===== src/rtl/rle_decoder.sv =====
// Run-length decoder: expands (character, extra-repeat count) pairs into a
// single-character stream, flagging illegal characters and the null terminator.
module rle_decoder #(
    parameter int unsigned CNT_W = 8,
    parameter int unsigned TOT_W = 16
) (
    input  logic             clock,
    input  logic             reset_n,
    input  logic             in_valid,
    input  logic [6:0]       in_char,
    input  logic [CNT_W-1:0] in_count,
    output logic             in_ready,
    output logic             out_valid,
    output logic [6:0]       out_char,
    input  logic             out_ready,
    output logic             done,
    output logic             error,
    output logic [TOT_W-1:0] total_out
);

    localparam logic [0:0] IDLE = 1'b0;
    localparam logic [0:0] EMIT = 1'b1;

    logic [0:0]       state_q, state_d;
    logic [6:0]       char_q, char_d;
    logic [CNT_W-1:0] rem_q, rem_d;
    logic             done_q, done_d;
    logic             error_q, error_d;
    logic [TOT_W-1:0] total_q, total_d;

    logic in_xfer, out_xfer, char_legal, char_null, run_last;

    assign char_legal = (in_char >= 7'd32) && (in_char <= 7'd126);
    assign char_null  = (in_char == 7'd0);
    assign run_last   = (rem_q == '0);

    // A new pair is only taken in EMIT when the last character of the current
    // run leaves this cycle, so the next run starts without a bubble.
    assign in_ready  = (state_q == IDLE) || (run_last && out_ready);
    assign in_xfer   = in_valid && in_ready;
    assign out_valid = (state_q == EMIT);
    assign out_xfer  = out_valid && out_ready;
    assign out_char  = char_q;
    assign done      = done_q;
    assign error     = error_q;
    assign total_out = total_q;

    always_comb begin
        state_d = state_q;
        char_d  = char_q;
        rem_d   = rem_q;
        done_d  = in_xfer && char_null;
        error_d = error_q || (in_xfer && !char_legal && !char_null);
        total_d = total_q;
        if (out_xfer && (total_q != '1)) begin
            total_d = total_q + 1'b1;
        end
        case (state_q)
            IDLE: begin
                if (in_xfer && char_legal) begin
                    char_d  = in_char;
                    rem_d   = in_count;
                    state_d = EMIT;
                end
            end
            EMIT: begin
                if (out_xfer) begin
                    if (!run_last) begin
                        rem_d = rem_q - 1'b1;
                    end else if (in_xfer && char_legal) begin
                        char_d = in_char;
                        rem_d  = in_count;
                    end else begin
                        state_d = IDLE;
                    end
                end
            end
            default: state_d = IDLE;
        endcase
    end

    always_ff @(posedge clock or negedge reset_n) begin
        if (!reset_n) begin
            state_q <= IDLE;
            char_q  <= '0;
            rem_q   <= '0;
            done_q  <= 1'b0;
            error_q <= 1'b0;
            total_q <= '0;
        end else begin
            state_q <= state_d;
            char_q  <= char_d;
            rem_q   <= rem_d;
            done_q  <= done_d;
            error_q <= error_d;
            total_q <= total_d;
        end
    end

endmodule


===== config.mk =====
export PLATFORM = sky130hd
export DESIGN_NAME = rle_decoder
export DESIGN_NICKNAME = d
export VERILOG_FILES = /design/src/rtl/rle_decoder.sv
export SDC_FILE = /design/constraint.sdc
export NUM_CORES = 1
export LEC_CHECK = 0
export ABC_AREA = 1
export BUFFER_PORTS_ARGS = -buffer_cell sky130_fd_sc_hd__buf_2
export CORE_MARGIN = 8
export CORE_UTILIZATION = 28
export CTS_CLUSTER_SIZE = 30
export DETAILED_ROUTE_END_ITERATION = 6
export SYNTH_ARGS = -nofsm -noshare
export SYNTH_HDL_FRONTEND = slang
export SYNTH_SLANG_ARGS = --single-unit
export TNS_END_PERCENT = 20

===== constraint.sdc =====
create_clock -name clock -period 5.2 [get_ports clock]
set_clock_uncertainty 0.2 [all_clocks]
set_input_delay 0.78 -clock clock [delete_from_list [all_inputs] [get_ports clock]]
set_output_delay 0.78 -clock clock [all_outputs]
set_load 0.02 [all_outputs]

* Word level (Yosys, flattened, before mapping)
Index checks and enable logic that the tools add are counted.
Word-level totals: word-level logic and storage cells 42, bits in registers 34, bits of input ports 19, latch bits 0, memories kept 0, ROM bits 0, memory bits (writable) 0, output and inout port bits 27
Operators by class: bitwise operators 1, muxes and demuxes 12, shift-type cells 0, multipliers 0, magnitude comparators 2, div/mod/pow operators 0, equal/unequal tests 3, add/sub/neg operators 2, reductions and logical operators 16
Operators by type and width (number):
- two-way mux 8 bit | 3
- two-way mux 7 bit | 3
- adder 16 x 1 -> 16 bit (second input constant) | 1
- != test 16 bit (second input constant) | 1
- case mux 8 bit (2 select lines) | 1
- case mux 7 bit (2 select lines) | 1
- logical AND 1 bit | 9
- zero test 8 bit | 1
- subtractor 8 x 1 -> 8 bit (second input constant) | 1
- greater-or-equal comparator 7 x 6 -> 1 bit (second input constant) | 1
- <= comparator 7 bit (second input constant) | 1
- zero test 7 bit | 1
- != test 2 x 1 -> 1 bit (second input constant) | 2
- two-way mux 1 bit | 3
- zero test 1 bit | 2
- logical OR 1 bit | 2
- case mux 1 bit (2 select lines) | 1
- AND reduction 2 bit | 1
- NOT 1 bit | 1

* Depth between registers and ports, before layout
Gate-level depths: netlist (run 1).
depth after elaboration 9, gate-level depth with buffers 12, depth with buffers taken out 11

* Worst setup path before layout (run 1)
No wires, ideal clock.
kind reg-to-output, start register rem_q[0], end output in_ready, arrival time 1.187 ns, path buffers 1, cell stages (with the launch flop) 8, data required time 4.220 ns, slack 3.033 ns, cell sequence dfrtp_1 -> inv_1 -> ha_1 -> nand2_1 -> nor2_2 -> nand3_2 -> nand2_4 -> buf_6
Between the ends: cells in the longest elaborated chain, start to end 3
RTL lines:
- start: declaration | RTL line 26 | logic [CNT_W-1:0] rem_q, rem_d;
- start signal: assignment | RTL line 93 | rem_q <= rem_d;
- zero test 8 bit | RTL line 35 | assign run_last = (rem_q == '0);
- logical AND 1 bit | RTL line 39 | assign in_ready = (state_q == IDLE) || (run_last && out_ready);
- logical OR 1 bit | RTL line 39
- end: declaration | RTL line 12 | output logic in_ready,
Every way passes these cells.

* Final worst setup path (run 1)
Same ends and word-level chain as after synthesis.

==> results of run 1 <==
-- critical path: cells and delay by family, from the launching register on --
kind,cells,cell delay (ns)
buf+inv,2,0.33
fa+ha+maj,1,0.25
simple gates,4,0.46
flops,1,0.39
-- registers in the layout (all words and copies together) (netlist names) --
signal and count:
out_valid 1, error 1, total_out 16, rem_q 8, done 1, out_char 7
-- synth_stat cells (all sizes together) --
master,count
a31oi,3
buf,6
nor4,1
nand4,11
xnor2,6
or2,1
a21oi,1
a21boi,1
o31ai,1
inv,36
nand2,88
dfrtp,34
nor3,5
nor2,24
o21ai,12
ha,2
nand3,21
xor2,10
-- report_power, final --
group | internal, mW | total [mW] | switching (mW)
Sequential | 0.346 | 0.426 | 0.0797
Clock | 0.141 | 0.242 | 0.101
Combinational | 0.170 | 0.488 | 0.319
-- logic make-up after synthesis --
| family | count (synthesis) | share of synthesized area |
|---|---|---|
| AOI/OAI and AO/OA | 18 | 0.0576 |
| xor gates and xnor gates | 16 | 0.0702 |
| adders and majority gates | 2 | 0.0125 |
| buffers and inverters | 42 | 0.0934 |
| DFF | 34 | 0.426 |
| and+or+nand+nor | 151 | 0.340 |
-- layout make-up --
class                   count  area share
multi-input cells         187       0.400
repair buffers             45      0.0938
clock buffers               5      0.0287
inverters                  36      0.0563
clock inverters             3      0.0167
flip-flops and latches     34       0.355
well taps                  96      0.0501
-- layer usage --
layer | part of all wire | up-vias | GRT usage
li1 | - | 919 | -
met1 | 0.47 | 837 | 0.133
met2 | 0.43 | 69 | 0.158
met3 | 0.092 | 2 | 0.0380
met4 | 0.0065 | 0 | 0.0349
met5 | 0 | - | 0
-- through the flow --
step           total power [mW]  std cells   util
2_1_floorplan             0.787        263      -
3_3_place_gp              0.907        398  0.335
3_5_place_dp              0.919        398  0.335
4_1_cts                    1.17        406  0.351
5_1_grt                    1.26        406  0.351
6_report                   1.16        406  0.351
-- path summary, 6_finish.rpt --
path                            startpoint            to  slack (ns)  depth (start not counted)
worst max register to register    rem_q[0]      rem_q[6]        3.08                         11
max in group asynchronous          reset_n   out_char[6]        3.93                          1
worst min-delay path                 error         error        0.27                          2
worst max-delay path              rem_q[0]      in_ready        2.49                          7
worst min register to register       error         error        0.27                          2
min in group asynchronous          reset_n  total_out[2]        0.37                          1
==> results.ini, run 1 <==
[timing]
drv_slew=0
worst_pin_slew_ns=0.788
finalCritPeriodShare=0.522
setup_tns_ns=0
period_needed_ns=2.71
hold_viol=0
whs_ns=0.274
fmax_ghz=0.368
worst_slack_ns=2.49
slew_headroom=0.473
finalSetupViolations=0
rsz0062_at_grt=no

[floorplan]
core_area_sq_um=6830
start_util=0.292
chipWidth_um=100
rows=30
die_h_um=100
ioPinCount=46
die-area_sq_um=10100

[drt]
drc=0
drt.antenna.violating_nets=0
vias=1827
detail_route.wl_per_cell_um=12.2
drt_iter0_markers=73
vias_per_cell=4.50
wl_mm=4.94
drt_first_pass_iters=4

[global_routing]
grt.total_usage=0.104
overflow=0
grt_antenna_before_repair=0
grt_pass1_vias=1836
grt_pass1_wl_mm=8.56
grt_max_degree=35

[cts]
cts_root_buffer=clkbuf_8
ctsLongestPathBuffers=2
tritoncts.num_buffers=5
cts.repair.resized=0
cts_sinks=34
h-tree-depth=2
cts_setup_buffers=0
clk_pin_slew_ns=0.07
insertion_delay_ns=0.28
hold_buffers=0
cts_tree=yes

[final_layout]
nNetsFinal=330
stdcell_area_sq_um=2400
layout-drive-gt1-share=0.216
nFillCells=756
layout_commonest_cell=nand2_1
area_growth_syn_to_layout_pct=20.2
antennaDiodeCount=0
multi_input_area_sq_um=960
final_cell_mix=nand2_1, buf_2, inv_1, dfrtp_1, nor2_1
register_area_sq_um=851

[synthesis]
synth.area.top_cells=dfrtp_1, nand2_1, inv_1
synthCells=263
synth.top_cell.area_share=0.426
postSynthNetCount=284
ys_types=28
yosysWarnings=0
synth_area_sq_um=2000
syn_area_per_cell_sq_um=7.59
synth_area_leader_cell=dfrtp_1
yosysSeqAreaShare=0.426
synth-seq-cells=34

[setup_path]
crit_type=flop to output port
cp.arrival_ns=1.73
cpPeakStageDelay_ns=0.39
worst_setup_path_end_kind=output port
cp_slowest_cell=dfrtp_1
path_cells=inv_1 -> ha_1 -> nand2_1 -> nor2_2 -> nand3_2 -> nand2_4 -> buf_2
cp_max_fo=12
cp.required_ns=4.22
cp-start-kind=flop

[placement]
dpl.hpwl_mm=3.72
place.port_buffers=45
pre_cts_ws_ns=2.82
gp_congestion=0.885
placed_area_sq_um=2290

[run]
cap_violations=0

[status]
status=completed

[power]
p_per_area_nw_per_um2=482
power_leakage_nw=1.25
ir_drop_v=0.000200

[worst_hold_path]
hold_path.class=flop to flop

No activity file was read; power rests on OpenSTA's default activity.
==> inputs of run 2 (changes only) <==
clock period = 2.24 ns   (was 5.2 ns; I/O delays follow)
==> results.ini, run 2 (synthesis gave the netlist of run 1 again) <==
[setup_path]
cpPeakStageDelay_ns=0.40  ; was 0.39 ns
path_buf_inv=2  ; unchanged
reg2reg_depth=11  ; unchanged
cp.arrival_ns=1.60  ; was 1.73 ns
path_cells=inv_1 -> ha_4 -> nand2_1 -> nor2_2 -> nand3_2 -> nand2_4 -> buf_4  ; was inv_1 -> ha_1 -> nand2_1 -> nor2_2 -> nand3_2 -> nand2_4 -> buf_2
rr_endpoint=rem_q[5]  ; was rem_q[6]
cp_slowest_cell=dfrtp_1  ; unchanged
reg2reg_setup_slack_ns=0.24  ; was 3.08 ns
critical_path.top_delay_family=simple AND/OR/NAND/NOR gates  ; unchanged
cp_max_fo=9  ; was 12
cp-start-kind=flop  ; unchanged
crit_type=flop to output port  ; unchanged
r2r-start=rem_q[1]  ; was rem_q[0]
worst_setup_path_end_kind=output port  ; unchanged
cp.required_ns=1.70  ; was 4.22 ns

[global_routing]
overflow=0  ; unchanged
grt_antenna_before_repair=0  ; unchanged
grt_max_degree=35  ; unchanged
grt_pass1_wl_mm=8.39  ; was 8.56 mm
grt.total_usage=0.103  ; was 0.104
grt_pass1_vias=1819  ; was 1836

[timing]
hold_viol=0  ; unchanged
slew_headroom=0.486  ; was 0.473
rsz0062_at_grt=no  ; unchanged
drv_slew=0  ; unchanged
finalCritPeriodShare=0.954
period_needed_ns=2.14
fmax_ghz=0.468
worst_pin_slew_ns=0.771  ; was 0.788 ns
finalSetupViolations=0  ; unchanged
setup_tns_ns=0  ; unchanged

[final_layout]
antennaDiodeCount=0  ; unchanged
register_area_sq_um=851  ; unchanged
layout-drive-gt1-share=0.231  ; was 0.216
nFillCells=758  ; was 756
multi_input_area_sq_um=972  ; was 960 sq um
nNetsFinal=336  ; was 330
final_core_util=0.358  ; was 0.351
largest_reg_flops=16  ; unchanged
final_cell_mix=nand2_1, buf_2, dfrtp_1  ; was nand2_1, buf_2, inv_1, dfrtp_1, nor2_1
area_growth_syn_to_layout_pct=22.4  ; was 20.2%
layout_commonest_cell=nand2_1  ; unchanged

[drt]
drt.antenna.violating_nets=0  ; unchanged
drt_first_pass_iters=4  ; unchanged
drc=0  ; unchanged
vias_per_cell=4.44  ; was 4.50
vias=1828  ; was 1827
wl_mm=5.03  ; was 4.94 mm
drt_iter0_markers=70  ; was 73
detail_route.wl_per_cell_um=12.2  ; about the same

[floorplan]
die-area_sq_um=10100  ; unchanged
start_util=0.292  ; unchanged
rows=30  ; unchanged
core_area_sq_um=6830  ; unchanged
ioPinCount=46  ; unchanged
chipWidth_um=100  ; unchanged
die_h_um=100  ; unchanged

[power]
power_leakage_nw=1.26  ; was 1.25 nW
p_per_area_nw_per_um2=1090  ; was 482 nW/um^2
ir_drop_v=0.000543  ; was 0.000200 V
power_mw=2.67  ; was 1.16 mW

[cts]
tritoncts.num_buffers=5  ; unchanged
clk_pin_slew_ns=0.08  ; was 0.07 ns
h-tree-depth=2  ; unchanged
cts_root_buffer=clkbuf_8  ; unchanged
ctsLongestPathBuffers=2  ; unchanged
cts_sinks=34  ; unchanged
insertion_delay_ns=0.29  ; was 0.28 ns
cts_tree=yes  ; unchanged

[placement]
dpl.hpwl_mm=3.78  ; was 3.72 mm
place.port_buffers=45  ; unchanged
gp_congestion=0.877  ; was 0.885

[worst_hold_path]
hp-start=in_char[4]  ; was error
hold_end=done  ; was error
hold_depth=4  ; was 2
hold_path.class=input pin to flop  ; was flop to flop

[run]
cap_violations=0  ; unchanged

[status]
status=completed  ; unchanged

## run 2: through the flow
step                      worst slack, ns  hold slack, ns  area, sq um  cells
after global routing              0.00492           0.130         2440    412
after floorplan                     0.456          -0.160         2000    263
after CTS                         0.00636           0.113         2420    410
after global placement              0.265           0.250         2310    401
final                               0.104           0.124         2440    412
after detailed placement            0.176           0.261         2310    401
## run 2: worst max path at each step
| stage | to | startpoint | slack, ns | depth (start not counted) |
|---|---|---|---|---|
| after floorplan | rem_q[5] | rem_q[0] | 0.46 | 12 |
| after global placement | rem_q[3] | rem_q[0] | 0.26 | 11 |
| after detailed placement | rem_q[3] | rem_q[0] | 0.18 | 11 |
| after CTS | in_ready | rem_q[0] | 0.006 | 7 |
| after global routing | in_ready | rem_q[1] | 0.005 | 7 |
| final | in_ready | rem_q[1] | 0.10 | 7 |
## run 2: tightest hold or removal path, stage by stage
cell    delay (ns)
buf_2         0.09
nor4_1        0.07
inv_1         0.05
nor2_1        0.03
## run 2: layer usage
| metal | GRT usage | part of all wire |
|---|---|---|
| met1 | 0.123 | 0.45 |
| met2 | 0.164 | 0.46 |
| met3 | 0.0387 | 0.080 |
| met4 | 0.0419 | 0.016 |
| met5 | 0 | 0 |
## run 2: area by class of cell
class | count | share of cell area
clock buffer | 7 | 0.0353
clock inverter | 1 | 0.00205
inverter | 36 | 0.0553
multi-input combinational | 187 | 0.398
sequential | 34 | 0.348
tap | 96 | 0.0491
timing repair buffer | 51 | 0.113
## run 2: repair_timing
| action | in CTS | in global routing |
|---|---|---|
| pin swaps | 0 | 1 |
| buffers inserted | 0 | 2 |
| hold buffers | 1 | 0 |
| endpoints found under the setup margin | 1 | 2 |
| resized for setup | 1 | 3 |
| gates cloned | 0 | 0 |
| endpoints found under the hold margin | 34 | 0 |
## run 2: power by group
group | leakage (nW) | internal (mW) | switching [mW] | total, mW
combinational | 0.796 | 0.445 | 0.752 | 1.20
clock | 0.0482 | 0.248 | 0.227 | 0.475
sequential | 0.420 | 0.804 | 0.192 | 0.996
total | 1.26 | 1.50 | 1.17 | 2.67
